==> src/rtl/riscv_pkg.sv <==
// Shared definitions for the pipelined RV32I core: ALU op encodings,
// forwarding-source select and the ID/EX register layout.
package riscv_pkg;

  localparam int PKG_XLEN      = 32;
  localparam int PKG_REGADDR_W = 5;

  localparam logic [2:0] ALU_ADD = 3'b000;
  localparam logic [2:0] ALU_SUB = 3'b001;
  localparam logic [2:0] ALU_AND = 3'b010;
  localparam logic [2:0] ALU_OR  = 3'b011;
  localparam logic [2:0] ALU_XOR = 3'b100;
  localparam logic [2:0] ALU_SLT = 3'b101;
  localparam logic [2:0] ALU_SLL = 3'b110;
  localparam logic [2:0] ALU_SRL = 3'b111;

  typedef enum logic [1:0] {
    FWD_RF  = 2'd0,
    FWD_WB  = 2'd1,
    FWD_MEM = 2'd2
  } fwd_sel_t;

  // An all-zero id_ex_t is a bubble with an add opcode.
  typedef struct packed {
    logic                     valid;
    logic [PKG_REGADDR_W-1:0] rs1;
    logic [PKG_REGADDR_W-1:0] rs2;
    logic [PKG_REGADDR_W-1:0] rd;
    logic [PKG_XLEN-1:0]      rd1;
    logic [PKG_XLEN-1:0]      rd2;
    logic [PKG_XLEN-1:0]      imm;
    logic [PKG_XLEN-1:0]      pc;
    logic                     alusrc;
    logic [2:0]               alucontrol;
    logic                     regwrite;
    logic                     memread;
    logic                     memwrite;
    logic                     branch;
  } id_ex_t;

endpackage

==> src/rtl/fwd_unit.sv <==
// Operand forwarding for one source register: picks EX/MEM, MEM/WB or the
// register-file value. EX/MEM is the younger result, so it takes priority.
module fwd_unit
  import riscv_pkg::*;
#(
  parameter int XLEN      = 32,
  parameter int REGADDR_W = 5
) (
  input  logic [REGADDR_W-1:0] i_rs,
  input  logic [XLEN-1:0]      i_rf_data,
  input  logic [REGADDR_W-1:0] i_m_rd,
  input  logic                 i_m_regwrite,
  input  logic [XLEN-1:0]      i_m_data,
  input  logic [REGADDR_W-1:0] i_w_rd,
  input  logic                 i_w_regwrite,
  input  logic [XLEN-1:0]      i_w_data,
  output logic [XLEN-1:0]      o_data,
  output fwd_sel_t             o_sel
);

  // x0 is hardwired to zero, so a write to it must never be forwarded.
  always_comb begin
    o_sel = FWD_RF;
    if (i_m_regwrite && (i_m_rd != '0) && (i_m_rd == i_rs)) begin
      o_sel = FWD_MEM;
    end else if (i_w_regwrite && (i_w_rd != '0) && (i_w_rd == i_rs)) begin
      o_sel = FWD_WB;
    end
  end

  always_comb begin
    o_data = i_rf_data;
    case (o_sel)
      FWD_MEM: o_data = i_m_data;
      FWD_WB:  o_data = i_w_data;
      default: o_data = i_rf_data;
    endcase
  end

endmodule

==> src/rtl/ex_operand_stage.sv <==
// ID/EX pipeline register with operand forwarding into the ALU and
// load-use hazard detection that stalls decode for one cycle.
module ex_operand_stage
  import riscv_pkg::*;
#(
  parameter int XLEN      = 32,
  parameter int REGADDR_W = 5
) (
  input  logic                 clk,
  input  logic                 reset_n,
  input  logic                 d_valid,
  input  logic [REGADDR_W-1:0] d_rs1,
  input  logic [REGADDR_W-1:0] d_rs2,
  input  logic [REGADDR_W-1:0] d_rd,
  input  logic [XLEN-1:0]      d_rd1,
  input  logic [XLEN-1:0]      d_rd2,
  input  logic [XLEN-1:0]      d_imm,
  input  logic [XLEN-1:0]      d_pc,
  input  logic                 d_alusrc,
  input  logic [2:0]           d_alucontrol,
  input  logic                 d_regwrite,
  input  logic                 d_memread,
  input  logic                 d_memwrite,
  input  logic                 d_branch,
  input  logic                 flush_e,
  input  logic [REGADDR_W-1:0] m_rd,
  input  logic                 m_regwrite,
  input  logic [XLEN-1:0]      m_aluresult,
  input  logic [REGADDR_W-1:0] w_rd,
  input  logic                 w_regwrite,
  input  logic [XLEN-1:0]      w_result,
  output logic [XLEN-1:0]      e_srca,
  output logic [XLEN-1:0]      e_srcb,
  output logic [2:0]           e_alucontrol,
  output logic [XLEN-1:0]      e_writedata,
  output logic [REGADDR_W-1:0] e_rd,
  output logic [XLEN-1:0]      e_pc,
  output logic [XLEN-1:0]      e_imm,
  output logic                 e_valid,
  output logic                 e_regwrite,
  output logic                 e_memread,
  output logic                 e_memwrite,
  output logic                 e_branch,
  output logic                 stall_d
);

  id_ex_t          r_ex;
  logic            w_hazard;
  logic [XLEN-1:0] w_fwd_a;
  logic [XLEN-1:0] w_fwd_b;
  fwd_sel_t        w_sel_a;
  fwd_sel_t        w_sel_b;
  logic [3:0]      w_unused_fwd_sel;

  // The load in E has no data until MEM, so its consumer must wait a cycle.
  assign w_hazard = r_ex.valid && r_ex.memread && (r_ex.rd != '0) && d_valid &&
                    ((r_ex.rd == d_rs1) || (r_ex.rd == d_rs2));
  assign stall_d  = w_hazard && !flush_e;

  always_ff @(posedge clk or negedge reset_n) begin
    if (!reset_n) begin
      r_ex <= '0;
    end else if (flush_e || stall_d || !d_valid) begin
      r_ex <= '0;
    end else begin
      r_ex.valid      <= 1'b1;
      r_ex.rs1        <= d_rs1;
      r_ex.rs2        <= d_rs2;
      r_ex.rd         <= d_rd;
      r_ex.rd1        <= d_rd1;
      r_ex.rd2        <= d_rd2;
      r_ex.imm        <= d_imm;
      r_ex.pc         <= d_pc;
      r_ex.alusrc     <= d_alusrc;
      r_ex.alucontrol <= d_alucontrol;
      r_ex.regwrite   <= d_regwrite;
      r_ex.memread    <= d_memread;
      r_ex.memwrite   <= d_memwrite;
      r_ex.branch     <= d_branch;
    end
  end

  fwd_unit #(.XLEN(XLEN), .REGADDR_W(REGADDR_W)) u_fwd_rs1 (
    .i_rs         (r_ex.rs1),
    .i_rf_data    (r_ex.rd1),
    .i_m_rd       (m_rd),
    .i_m_regwrite (m_regwrite),
    .i_m_data     (m_aluresult),
    .i_w_rd       (w_rd),
    .i_w_regwrite (w_regwrite),
    .i_w_data     (w_result),
    .o_data       (w_fwd_a),
    .o_sel        (w_sel_a)
  );

  fwd_unit #(.XLEN(XLEN), .REGADDR_W(REGADDR_W)) u_fwd_rs2 (
    .i_rs         (r_ex.rs2),
    .i_rf_data    (r_ex.rd2),
    .i_m_rd       (m_rd),
    .i_m_regwrite (m_regwrite),
    .i_m_data     (m_aluresult),
    .i_w_rd       (w_rd),
    .i_w_regwrite (w_regwrite),
    .i_w_data     (w_result),
    .o_data       (w_fwd_b),
    .o_sel        (w_sel_b)
  );

  // Select codes are only of interest when probing the hierarchy.
  assign w_unused_fwd_sel = {w_sel_a, w_sel_b};

  assign e_srca       = w_fwd_a;
  assign e_writedata  = w_fwd_b;
  assign e_srcb       = r_ex.alusrc ? r_ex.imm : w_fwd_b;
  assign e_alucontrol = r_ex.alucontrol;
  assign e_rd         = r_ex.rd;
  assign e_pc         = r_ex.pc;
  assign e_imm        = r_ex.imm;
  assign e_valid      = r_ex.valid;
  assign e_regwrite   = r_ex.regwrite;
  assign e_memread    = r_ex.memread;
  assign e_memwrite   = r_ex.memwrite;
  assign e_branch     = r_ex.branch;

endmodule

==> config.mk <==
export PLATFORM = sky130hd
export DESIGN_NAME = ex_operand_stage
export DESIGN_NICKNAME = d
export VERILOG_FILES = /design/src/rtl/riscv_pkg.sv /design/src/rtl/fwd_unit.sv /design/src/rtl/ex_operand_stage.sv
export SDC_FILE = /design/constraint.sdc
export NUM_CORES = 1
export LEC_CHECK = 0
export ABC_AREA = 1
export BUFFER_PORTS_ARGS = -buffer_cell sky130_fd_sc_hd__buf_4
export CORE_MARGIN = 1
export CORE_UTILIZATION = 29
export CTS_BUF_LIST = sky130_fd_sc_hd__clkbuf_8 sky130_fd_sc_hd__clkbuf_16
export CTS_CLUSTER_DIAMETER = 100
export CTS_CLUSTER_SIZE = 30
export DETAILED_ROUTE_END_ITERATION = 10
export PLACE_DENSITY = 0.58
export SYNTH_ARGS = -nofsm -noshare
export SYNTH_HDL_FRONTEND = slang
export SYNTH_HIERARCHICAL = 1
export SYNTH_SLANG_ARGS = --single-unit
==> constraint.sdc <==
create_clock -name clk -period 1.7 [get_ports clk]
set_input_delay 0.17 -clock clk [delete_from_list [all_inputs] [get_ports clk]]
set_output_delay 0.17 -clock clk [all_outputs]
set_load 0.02 [all_outputs]
==> results.rst, run 1 <==
.. list-table::
   :header-rows: 1

   * - Metric
     - Value
   * - Outcome
     - finished with violations
   * - Violations in the final reports
     - negative setup slack
   * - I/O Pins
     - 405
   * - Routed wire length
     - 33900 um
   * - Maximum net fanout on the critical path
     - 23
   * - Via count of the first global-routing pass
     - 8992
   * - Antenna violation net count after detailed routing
     - 0
   * - Fraction of layout instances using a drive strength above 1
     - 47.6%
   * - Dpl hpwl
     - 22300 um
   * - Dpl cell area
     - 11900 um^2
   * - Unrepaired setup endpoints after global routing
     - yes
   * - Setup ws final
     - -0.685 ns
   * - Number of hold-slack violations in the final timing report
     - 0
   * - Worst setup path startpoint
     - r_ex[143]
   * - TritonCTS clock tree
     - yes
   * - Total GRT Usage
     - 22.5%
   * - Class of the most critical hold timing path
     - input pin to flip-flop
   * - Rel. slew slack
     - 64.1%
   * - Clock Skews
     - 0.0109 ns
   * - Critical path endpoint category
     - output port
   * - Total Die Area
     - 29400 um^2
   * - Highest Clock Rate
     - 0.419 GHz
   * - Die W
     - 171 um
   * - Initial Utilization
     - 29.7%
   * - Share of the clock period used by the worst path after layout
     - 140%
   * - Startpoint Class
     - flip-flop
   * - Die height
     - 171 um
   * - Standby leakage power
     - 8.62 nW
   * - Area of the mapped netlist
     - 8320 um^2
   * - RD Place Congestion
     - 0.821
   * - Hold_sp
     - d_rs2[3]
   * - Library cell used as clock root buffer
     - clkbuf_16
   * - Placement row count
     - 61
   * - Number of violations of the max-capacitance limit
     - 0
   * - Cell Pwr Density
     - 682 nW/um^2
   * - Number of iterations in the first detailed-routing pass
     - 4
   * - Source of the worst register-to-register timing path
     - e_rd[3]
   * - Largest net degree at the start of global routing
     - 50
   * - Proportion of power drawn by flip-flops and latches
     - 35.9%
   * - Final-layout fill cell count
     - 2449
   * - First DRT Iteration DRCs
     - 395
   * - Clock network latency to the later pin of the worst-skew pair
     - 0.43 ns
   * - Worst voltage drop across the vdd grid
     - 0.000519 V
   * - Antenna violations before repair
     - 1
   * - Crit Path Class
     - flip-flop to output port
   * - Number of remaining DRC errors
     - 0
   * - Final count of pins violating max slew
     - 0
   * - Mean cell area of the mapped netlist
     - 7.89 um^2
   * - Clock Power Share
     - 42.0%
   * - Signal arrival time at the worst endpoint
     - 2.21 ns
   * - Via/cell ratio
     - 4.43
   * - Transition at the pin with the smallest max-transition slack
     - 0.538 ns
   * - Clock sink count
     - 152
   * - Number of buffer cells added on primary ports
     - 404
   * - Wire length of the first global-routing pass
     - 49100 um
   * - Internal Power
     - 7.69 mW
   * - Number of buffers between clock root and the deepest sink
     - 2
   * - P&R area growth vs syn
     - 88.3%
   * - Finish-stage setup viols
     - 97
   * - Minimum clock period
     - 2.38 ns
   * - H-tree depth
     - 4
   * - Switching fraction of total power
     - 28.0%
   * - Net count, final
     - 1830
   * - Vias
     - 8828
   * - Setup TNS
     - -55.12 ns
   * - Critical path data required time
     - 1.53 ns
   * - Grt ovf
     - 0
   * - Power share of the combinational group
     - 22.1%
   * - Clock slew seen by the registers of the worst setup and hold paths
     - 0.07 ns
   * - Wire length per cell after detailed routing
     - 17.0 um
   * - Ys Warns
     - 6
   * - Number of buffers created by CTS
     - 17
   * - Total net switching power
     - 2.99 mW
   * - Floorplan Core Area
     - 28000 um^2
   * - Post-synthesis net count
     - 1285
   * - Mapped Cells
     - 1054
   * - Final non-filler cell area
     - 15700 um^2
critical path, stage by stage, from the launching register on:
cell	delay [ns]
dfrtp_1	0.39
inv_1	0.10
nand2_1	0.06
nand2_1	0.08
nor2_2	0.05
nand4_4	0.08
buf_12	0.17
inv_6	0.04
buf_12	0.15
nand2_1	0.10
nand3_2	0.11
mux2_4	0.27
buf_4	0.15
power by group through the flow:
stage               clock [mW]  combinational [mW]  sequential, mW
floorplan                    0               0.905            3.87
global placement             0                1.87            3.89
detailed placement           0                1.88            3.89
CTS                       4.60                2.30            3.82
global route              4.75                2.55            3.84
finish                    4.48                2.36            3.83
layout by cell type, fill, tap and decap left out, types with 25 or more instances in the layout:
| cell type | instances |
|---|---|
| buf_4 | 410 |
| inv_1 | 181 |
| nor2_1 | 164 |
| dfrtp_1 | 148 |
| dlygate4sd3_1 | 148 |
| nand2_1 | 147 |
| nand3_2 | 114 |
| buf_6 | 53 |
| nand3_1 | 48 |
| nand3_4 | 36 |
| mux2_4 | 32 |
| buf_12 | 25 |
cell type report:
| type | instances | area (um^2) | area share [%] |
|---|---|---|---|
| timing repair buffer | 650 | 5970 | 38.1 |
| multi-input combinational | 581 | 3980 | 25.4 |
| sequential | 152 | 3810 | 24.3 |
| inverter | 197 | 749 | 4.79 |
| tap | 378 | 473 | 3.02 |
| clock buffer | 17 | 425 | 2.72 |
| clock inverter | 15 | 250 | 1.60 |
| antenna | 1 | 2.50 | 0.0160 |
sequential cells by signal (all words and copies together), names as in the netlist:
signal	flops
e_alucontrol	3
e_branch	1
e_imm	32
e_memread	1
e_memwrite	1
e_pc	32
e_rd	5
e_regwrite	1
e_valid	1
r_ex	75
path summary, 6_finish.rpt:
check | end | slack (ns) | depth (start not counted)
setup / recovery | e_srcb[20] | -0.68 | 12
hold / removal | r_ex[144] | 0.03 | 3
hold reg to reg | r_ex[7] | 0.97 | 6
setup reg to reg | r_ex[112] | 0.03 | 11
min in group asynchronous | r_ex[86] | 0.28 | 2
max in group asynchronous | r_ex[146] | 0.78 | 3
per-stage QoR:
stage / power (mW) / setup slack (ns) / instances / util [%] / hold WS (ns)
floorplan: 4.78 / -0.0550 / 1054 / - / -0.126
global placement: 5.76 / -0.274 / 1780 / 42.5 / 0.167
detailed placement: 5.77 / -0.284 / 1780 / 42.5 / 0.168
CTS: 10.7 / -0.704 / 1984 / 54.0 / 0.000370
global route: 11.1 / -0.804 / 1991 / 55.9 / 0.0164
finish: 10.7 / -0.685 / 1991 / 55.9 / 0.0275
metal layers:
metal / up-vias / wire length (um) / global-route usage (%)
met1: 4204 / 13100 / 25.1
met4: 0 / 731 / 8.07
met2: 366 / 17900 / 41.3
li1: 4223 / - / -
met5: - / 0 / 0
met3: 35 / 2160 / 5.41
repair_timing:
action | CTS | global route
hold buffers | 148 | 0
pin swaps | 22 | 43
cloned | 9 | 5
resized for setup | 160 | 101
buffers inserted | 15 | 6
setup endpoints to repair | 97 | 242
endpoints found under the hold margin | 189 | 0
(Power assumes the default switching activity.)
==> inputs of run 2 (changes only) <==
SETUP_SLACK_MARGIN = 0.5   (was default)
==> results.rst, run 2 (synthesized netlist as in run 1, its figures left out) <==
.. list-table::
   :header-rows: 1

   * - Metric
     - Value
   * - Startpoint Class
     - flip-flop
   * - Footprint of the flip-flops and latches
     - 3810 um^2
   * - Highest Clock Rate
     - 0.401 GHz
   * - Signal arrival time at the worst endpoint
     - 2.32 ns
   * - Number of buffer cells added on primary ports
     - 404
   * - Number of buffers created by CTS
     - 17
   * - Dpl hpwl
     - 22900 um
   * - First DRT Iteration DRCs
     - 438
   * - Clock Skews
     - 0.0153 ns
   * - Setup ws final
     - -0.793 ns
   * - Cell Pwr Density
     - 598 nW/um^2
   * - Wire length of the first global-routing pass
     - 55600 um
   * - Dpl cell area
     - 12900 um^2
   * - Total Die Area
     - 29400 um^2
   * - Power share of the combinational group
     - 27.0%
   * - Number of violations of the max-capacitance limit
     - 0
   * - Uppermost metal layer occupied by signal nets
     - met5
   * - Unrepaired setup endpoints after global routing
     - yes
   * - Rel. slew slack
     - 51.5%
   * - Share of the clock period used by the worst path after layout
     - 147%
   * - Routed wire length
     - 40700 um
   * - Setup slack on the worst flop-to-flop path
     - -0.14 ns
   * - Crit Path Class
     - flip-flop to output port
   * - Clock Power Share
     - 38.3%
   * - Number of iterations in the first detailed-routing pass
     - 5
   * - Placement row count
     - 61
   * - Sum of internal, switching and leakage power
     - 11.1 mW
   * - Net count, final
     - 1884
   * - Transition at the pin with the smallest max-transition slack
     - 0.725 ns
   * - Number of stages on the worst hold path
     - 3
   * - Die W
     - 171 um
   * - Clock network latency to the later pin of the worst-skew pair
     - 0.43 ns
   * - Standby leakage power
     - 9.41 nW
   * - Commonest non-fill, non-tap cell in the layout
     - buf_4
   * - Hold_sp
     - d_rs2[2]
   * - Top register by number of flip-flops
     - r_ex
   * - Antenna violation net count after detailed routing
     - 0
   * - Floorplan Core Area
     - 28000 um^2
   * - Via count of the first global-routing pass
     - 9819
   * - Largest net degree at the start of global routing
     - 41
   * - Detail Route met2 WL
     - 21400 um
   * - Detailed route wirelength on metal3
     - 2770 um
   * - Area taken by multi-input logic gates
     - 5480 um^2
   * - DRT met1 WL
     - 15100 um
   * - Length in cells of the worst reg-to-reg path
     - 13
   * - Finish-stage setup viols
     - 218
   * - Total net switching power
     - 3.36 mW
   * - Proportion of power drawn by flip-flops and latches
     - 34.7%
   * - Worst voltage drop across the vdd grid
     - 0.000506 V
   * - TritonCTS clock tree
     - yes
   * - Fraction of layout instances using a drive strength above 1
     - 59.1%
   * - Clock sink count
     - 152
   * - Worst setup path startpoint
     - r_ex[143]
   * - Library cell used as clock root buffer
     - clkbuf_16
   * - Maximum net fanout on the critical path
     - 7
   * - Internal Power
     - 7.72 mW
   * - Number of buffers between clock root and the deepest sink
     - 2
   * - Final-layout fill cell count
     - 2011
   * - Class of the most critical hold timing path
     - input pin to flip-flop
   * - Switching fraction of total power
     - 30.3%
   * - Critical path endpoint category
     - output port
   * - Total GRT Usage
     - 25.6%
   * - I/O Pins
     - 405
   * - Grt ovf
     - 0
   * - Max FFs per register
     - 75
   * - Capture instance of the worst register-to-register path
     - e_branch
   * - Via/cell ratio
     - 4.64
   * - Outcome
     - finished with violations
   * - Violations in the final reports
     - negative setup slack
   * - Number of hold-slack violations in the final timing report
     - 0
   * - Final non-filler cell area
     - 18500 um^2
   * - Minimum clock period
     - 2.49 ns
   * - Most used cells in the layout excluding fill and tap cells
     - buf_4, inv_1, dlygate4sd3_1, dfrtp_1, nand2_1
   * - Die height
     - 171 um
   * - Antenna violations before repair
     - 3
   * - Vias
     - 9498
   * - P&R area growth vs syn
     - 123%
   * - Hold Path End
     - r_ex[143]
   * - RD Place Congestion
     - 0.800
   * - Source of the worst register-to-register timing path
     - e_rd[0]
   * - Initial Utilization
     - 29.7%
   * - H-tree depth
     - 4
   * - Wire length per cell after detailed routing
     - 19.9 um
   * - Clock slew seen by the registers of the worst setup and hold paths
     - 0.07 ns
   * - Final count of pins violating max slew
     - 0
   * - Number of remaining DRC errors
     - 0
   * - Critical path data required time
     - 1.53 ns
run 2: what timing repair did:
item,CTS,global route
hold endpoints to repair,183,0
buffers inserted,29,10
pin swaps,55,37
endpoints found under the setup margin,255,260
hold buffers,150,0
cloned,28,14
resized for setup,260,257
run 2: metal layers:
layer  GRT usage, %  vias up
met4           9.36        2
met5              0        -
met3           6.24       92
met1           28.7     4642
met2           46.6      406
li1               -     4356
run 2: cell type report:
| class | count | area share, % |
|---|---|---|
| flip-flops and latches | 152 | 20.6 |
| diodes | 2 | 0.0270 |
| multi-input cells | 582 | 29.6 |
| inverters | 197 | 4.16 |
| clock inverters | 15 | 1.08 |
| well taps | 378 | 2.55 |
| clock buffers | 17 | 2.30 |
| repair buffers | 703 | 39.7 |
run 2: worst max-delay path, stage by stage (launching register included):
cell and delay, ns:
dfrtp_1 0.41, inv_2 0.10, buf_4 0.11, nand2_1 0.04
nand2_1 0.07, buf_4 0.10, inv_1 0.05, nand3_4 0.09
nor2_4 0.05, buf_12 0.12, buf_12 0.14, nand3_2 0.07
nand3_2 0.11, mux2_4 0.29, buf_6 0.13
run 2: worst max path at each step:
stage	end	cells after the start
after global routing	e_srcb[15]	13
after CTS	e_srcb[12]	11
after detailed placement	e_srcb[19]	10
after floorplan	e_srcb[0]	10
after global placement	e_srcb[19]	10
final	e_srcb[15]	14
run 2: stage by stage:
step	utilization (%)	setup WS, ns	cells	hold slack (ns)	setup TNS, ns
2_1_floorplan	-	-0.0550	1054	-0.126	-1.39
3_3_place_gp	46.0	-0.253	1781	0.130	-12.86
3_5_place_dp	46.0	-0.306	1781	0.132	-14.72
4_1_cts	61.2	-0.735	2020	0.00981	-62.62
5_1_grt	66.2	-0.900	2046	0.0359	-90.36
6_report	66.2	-0.793	2046	0.0245	-68.02
run 2: power by group through the flow:
| stage | Clock (mW) | Sequential, mW | Combinational, mW |
|---|---|---|---|
| after floorplan | 0 | 3.87 | 0.996 |
| after global placement | 0 | 3.89 | 1.98 |
| after detailed placement | 0 | 3.89 | 1.99 |
| after CTS | 4.32 | 3.84 | 2.66 |
| after global routing | 4.44 | 3.86 | 3.17 |
| final | 4.24 | 3.84 | 2.99 |
